## config.mk

```make
export PLATFORM = sky130hd
export DESIGN_NAME = out_pattern_gen
export DESIGN_NICKNAME = d
export VERILOG_FILES = /design/src/rtl/out_pattern_gen.sv
export SDC_FILE = /design/constraint.sdc
export NUM_CORES = 1
export LEC_CHECK = 0
export CAP_MARGIN = 20
export CORE_MARGIN = 2
export CORE_UTILIZATION = 45
export DETAILED_ROUTE_END_ITERATION = 8
export PLACE_DENSITY = 0.74
export SLEW_MARGIN = 20
export SYNTH_ARGS = -nofsm -noshare
export SYNTH_HDL_FRONTEND = slang
export SYNTH_SLANG_ARGS = --single-unit
export TNS_END_PERCENT = 100
```

## constraint.sdc

```tcl
create_clock -name clock -period 2.4 [get_ports clock]
set_input_delay 0.36 -clock clock [delete_from_list [all_inputs] [get_ports clock]]
set_output_delay 0.36 -clock clock [all_outputs]
set_load 0.05 [all_outputs]
```

## src/rtl/out_pattern_gen.sv

```systemverilog
// Periodic / one-shot pulse generator: out high for H clocks, low for L clocks, then repeat or stop with done.
// Latency: out rises on the edge after start is sampled; no backpressure, stop aborts on the next edge.
module out_pattern_gen #(
    parameter int W = 4
) (
    input  logic         clock,
    input  logic         reset,
    input  logic         start,
    input  logic         stop,
    input  logic         mode,
    input  logic [W-1:0] high_n,
    input  logic [W-1:0] low_n,
    output logic         out,
    output logic         busy,
    output logic         done
);

    typedef enum logic [1:0] {
        IDLE = 2'd0,
        HIGH = 2'd1,
        LOW  = 2'd2
    } state_t;

    state_t         state, state_nxt;
    logic [W-1:0]   count, count_nxt;
    logic [W-1:0]   low_q, low_nxt;
    logic           mode_q, mode_nxt;
    logic           done_nxt;
    logic           launch;
    logic           launch_mode;
    logic           period_end;

    always_ff @(posedge clock) begin
        if (reset) begin
            state  <= IDLE;
            count  <= '0;
            low_q  <= '0;
            mode_q <= 1'b0;
            out    <= 1'b0;
            busy   <= 1'b0;
            done   <= 1'b0;
        end else begin
            state  <= state_nxt;
            count  <= count_nxt;
            low_q  <= low_nxt;
            mode_q <= mode_nxt;
            out    <= (state_nxt == HIGH);
            busy   <= (state_nxt != IDLE);
            done   <= done_nxt;
        end
    end

    always_comb begin
        state_nxt   = state;
        count_nxt   = count;
        low_nxt     = low_q;
        mode_nxt    = mode_q;
        done_nxt    = 1'b0;
        launch      = 1'b0;
        launch_mode = mode_q;
        period_end  = 1'b0;

        case (state)
            IDLE: begin
                if (start && !stop) begin
                    launch      = 1'b1;
                    launch_mode = mode;
                end
            end
            HIGH: begin
                if (stop) begin
                    state_nxt = IDLE;
                    count_nxt = '0;
                end else if (count == W'(1)) begin
                    if (low_q != '0) begin
                        state_nxt = LOW;
                        count_nxt = low_q;
                    end else begin
                        period_end = 1'b1;
                    end
                end else begin
                    count_nxt = count - W'(1);
                end
            end
            LOW: begin
                if (stop) begin
                    state_nxt = IDLE;
                    count_nxt = '0;
                end else if (count == W'(1)) begin
                    period_end = 1'b1;
                end else begin
                    count_nxt = count - W'(1);
                end
            end
            default: begin
                state_nxt = IDLE;
                count_nxt = '0;
            end
        endcase

        // A continuous period end restarts exactly as a fresh start, so the next clock opens the new period.
        if (period_end) begin
            if (!mode_q) begin
                state_nxt = IDLE;
                count_nxt = '0;
                done_nxt  = 1'b1;
            end else begin
                launch      = 1'b1;
                launch_mode = 1'b1;
            end
        end

        if (launch) begin
            mode_nxt = launch_mode;
            low_nxt  = low_n;
            if (high_n != '0) begin
                state_nxt = HIGH;
                count_nxt = high_n;
            end else if (low_n != '0) begin
                state_nxt = LOW;
                count_nxt = low_n;
            end else begin
                // Empty pattern: one-shot still reports completion, continuous just falls idle.
                state_nxt = IDLE;
                count_nxt = '0;
                done_nxt  = !launch_mode;
            end
        end
    end

endmodule

```

After elaboration in Yosys (flattened, before gate mapping)
Cells that the tools add are included.

Word-level logic and storage cells: 60. Flip-flop bits (word level): 14. Input bits: 13.

Equality and inequality tests: 4. Reduce and logical (&&, ||, !) cells: 8. Multiplexer cells: 40. $add $sub $neg: 1.

Operator list (number): $mux 4 (10); $mux 1 (18); $mux 2 (9); $pmux 4 s3 (1); $reduce_bool 4->1 (3); $pmux 2 s3 (1); $eq 2x1->1 const B (2); $eq 4x1->1 const B (1); $sub 4x1->4 const B (1); $eq 2x2->1 const B (1); $logic_not 1->1 (2); $logic_not 2->1 (1); $pmux 1 s2 (1); $reduce_bool 2->1 (1); $logic_and 1x1->1 (1).

Logic depth before layout (Yosys ltp)
Gate-level depths: netlist (run 1).

Word-level depth: 10. Gate-level depth with buffers: 9.

Least setup slack after synthesis (run 1)
OpenSTA, ideal clock, no wires.

Path kind: register -> register. From: reg count[0]. To: reg state[1]. Clock period less this slack: 1995 ps. Arrival time: 1928 ps. Data required time: 2333 ps. Setup slack: 405 ps. Cell stages (with the launch flop): 8. Library setup time: 67 ps. Path through: dfxtp_1 > ha_1 > or3b_4 > nor2_8 > a41o_1 > buf_6 > or3b_1 > a21oi_2.

Cells in the longest elaborated chain, start to end: 7. Elaborated cells between the ends (all ways): 13.

RTL lines: start: declaration (RTL line 25) `logic [W-1:0] count, count_nxt;`; start signal: assignment (RTL line 44) `count <= count_nxt;`; $eq 4x1->1 (*) (RTL line 74, 89); $mux 2 (RTL line 74) `end else if (count == W'(1)) begin`; $mux 2 (RTL line 71) `if (stop) begin`; $pmux 2 s3 (RTL line 63) `case (state)`; $mux 2 (RTL line 103) `if (!mode_q) begin`; $mux 2 (RTL line 102) `if (period_end) begin`; $mux 2 (*) (RTL line 113) `if (launch) begin`; end signal: assignment (RTL line 43) `state <= state_nxt;`; end: declaration (RTL line 24) `state_t state, state_nxt;`.

Mark *: on every way between the ends. The rest lies on a longest branch, timed or not. A chain may end at the register's enable or synchronous reset.

Worst setup path after layout (run 1)
From: reg count[0]. To: reg count[1].

Cells in the longest elaborated chain, start to end: 7. Elaborated cells between the ends (all ways): 16.

RTL lines (RTL line): $sub 4x1->4 or $eq 4x1->1 (tied branches); $mux 4 (on tied branches) (89, 74); $mux 4 (on tied branches) (86, 71); $pmux 4 s3 (63); $mux 4 (103); $mux 4 (102); $mux 4 (*) (113).

Marked as above.

==> flow_summary_export.csv, run 1 <==
group,metric,value,unit
sta,fin_crit,2070,ps
sta,holdWs,469,ps
critical_path,worst_ep_required_time,2590,ps
critical_path,cpPeakStageDelay,450,ps
synth,synth_top_family_by_area,"compound AO/OA/AOI/OAI gates",
sta,final-setup-viol-count,0,
sta,rsz0062_at_grt,"false",
floorplan,initial_core_util,47.6,%
synth,synthFlopType,"dfxtp_1",
drt,wl_met2,951,µm
drt,drt-met1-wl,972,µm
placement,place_inst,147,
sta,tightestPinTransition,505,ps
global_route,track_usage,18.6,%
critical_path,crit_arrival,2260,ps
clock_network,cts_resized,0,
critical_path,critPathKind,"reg2reg",
global_route,grt_pass1_vias,791,
critical_path,end_kind,"flop",
drt,antenna_left,0,
drt,wl_met3,102,µm
clock_network,h-tree-depth,1,
cells_and_area,final_cell_area,1110,µm²
synth,synth_most_common_cell,"dfxtp_1",
drt,drtIter0Drc,22,
synth,synth_top_cell_by_area,"dfxtp_1",
clock_network,max-clock-path-buffers,2,
clock_network,cts_buffers,3,
floorplan,die_area,2430,µm²
sta,tns,0,ps
cells_and_area,final_nets,144,
sta,hold_viol_final,0,
critical_path,path_cells,"ha_1 > or3b_4 > nor2_8 > a41o_1 > buf_4 > nand2b_1 > o22ai_1",
cells_and_area,drive_gt1_share,10.6,%
global_route,grt_pass1_wl,3570,µm
drt,vias,879,
sta,slew_headroom,66.2,%
power_and_ir_drop,peakVddDrop,0.484,mV
drt,detail_route.wl_per_cell,13.5,µm
critical_path,crit_cells,7,
synth,synth_edf_count,0,
critical_path,worst-path-buf-inv,1,
synth,async_flop_share,0,%
synth,yosysUniqueCellTypes,40,
cells_and_area,finalNonFillerCells,150,
drt,avgViaCountPerCell,5.86,
synth,syn-num-nets,127,
power_and_ir_drop,power.total,541,µW
sta,fin_skew,5.58,ps
clock_network,clk_pin_slew,70,ps
floorplan,num_io_pins,16,
drt,dr.pass1.iters,4,
power_and_ir_drop,power_density,486,nW/µm²
cells_and_area,syn_to_final_growth,20.6,%
synth,synth_xor_area_share,0,%
critical_path,ff2ff_path_depth,7,
clock_network,clkSinkCount,14,
critical_path,cp_top_family,"simple AND/OR/NAND/NOR gates",
outcome,outcome,"complete, no violations",
sta,slew_viol_final,0,
cells_and_area,antennaDiodeCount,0,
clock_network,postCtsSetupBuffers,0,
synth,synth_top_area_share,30.4,%
placement,hpwl,1690,µm
placement,gp_congestion,0.750,
global_route,grt.overflow.total,0,
hold_path,holdPathStages,1,
synth,synth_common_cells,"dfxtp_1, nor2_1, inv_1, o22ai_1, ha_1",
sta,clock.fmax,0.483,GHz
critical_path,crit_path_start_kind,"flop",
global_route,grt_max_degree,11,
synth,syn-mean-instance-area,8.55,µm²
clock_network,root_buffer,"clkbuf_4",
floorplan,core,1940,µm²
floorplan,placementRows,16,
synth,synth_mux_area_share,5.42,%
synth,ys_ff_latch,14,
clock_network,clock_latency,260,ps
global_route,antenna_found_initial,0,
drt,top_layer,"met3",
synth,synth_fa_ha_area_share,8.13,%
clock_network,hold_buffers,0,
floorplan,chipWidth,49.3,µm
synth,synthSimpleGateAreaFrac,21.5,%
synth,synth_compound_gate_area_share,28.7,%
synth,ys_top_cells_by_area,"dfxtp_1, ha_1, mux2i_1",
placement,place_area,1090,µm²
critical_path,crit_fanout,8,
synth,yosys_warnings,0,
clock_network,cts_tree,"yes",
drt,routed_wl,2030,µm
synth,syn_area,923,µm²
floorplan,die_h,49.3,µm
job,maxCapViolCount,0,
synth,syn_inst,108,
sta,fin_crit_sh,86.2,%
placement,numPortBuffers,15,
drt,drc,0,
critical_path,slowest_stage,"dfxtp_1",
power_and_ir_drop,power_leakage,0.000453,µW
hold_path,hold_class,"reg2reg",
synth,ys_seq_area_share,30.4,%
power by group:
group,switching [µW],total [µW],internal [µW]
registers,17.6,265,247
clock network,59.3,117,57.9
logic,82.0,159,76.8
cell usage in the layout (no fill, tap or decap), types with 2 or more instances in the layout:
cell type,Yosys,routed
clkdlybuf4s50_1,0,15
mux2i_1,5,5
a31oi_1,5,5
nor2_1,9,9
nand2_1,5,5
ha_1,6,6
a2bb2oi_1,3,3
dfxtp_1,14,14
inv_1,8,8
and3_2,2,2
o31ai_1,2,2
nor3_1,4,4
a21o_1,2,2
clkbuf_4,0,3
o22ai_1,7,7
a21oi_1,5,5
o21ai_0,2,2
nor4_1,4,4
metrics by stage:
| stage | setup slack [ps] | utilization [%] |
|---|---|---|
| floorplan | 405 | - |
| CTS | 341 | 57.3 |
| global placement | 331 | 56.2 |
| finish | 332 | 57.3 |
| global route | 186 | 57.3 |
| detailed placement | 296 | 56.2 |
worst paths after layout:
check,startpoint,end,slack [ps]
max reg2reg,count[0],count[1],330
max,count[0],count[1],330
min reg2reg,mode_q,done,470
min,mode_q,done,470
routing by layer:
layer	vias up	global-route usage [%]
li1	443	-
met1	406	27.3
met2	30	29.5
met3	0	2.15
met4	0	2.86
met5	-	0
registers in the layout, indices dropped and copies added, names as in the netlist:
| name | flops |
|---|---|
| busy | 1 |
| mode_q | 1 |
| state | 2 |
| low_q | 4 |
| done | 1 |
| out | 1 |
| count | 4 |
layout make-up:
cell class / instances / area (µm²)
Fill cell: 188 / 828
Multi-Input combinational cell: 82 / 589
Sequential cell: 14 / 280
Timing Repair Buffer: 16 / 158
Tap cell: 27 / 33.8
Inverter: 8 / 30.0
Clock buffer: 3 / 22.5
logic make-up after synthesis:
logic type                 after synthesis
muxes                                    5
buffers and inverters                   12
adders and majority gates                6
DFF                                     14
AOI/OAI and AO/OA                       37
and+or+nand+nor                         34
Power figures use the tool's default switching activity.
==> run 2: changes to the inputs <==
SKIP_LAST_GASP = 1   (was unset)
==> results of run 2 <==
Final layout, timing and power as in run 1 (identical DEF).
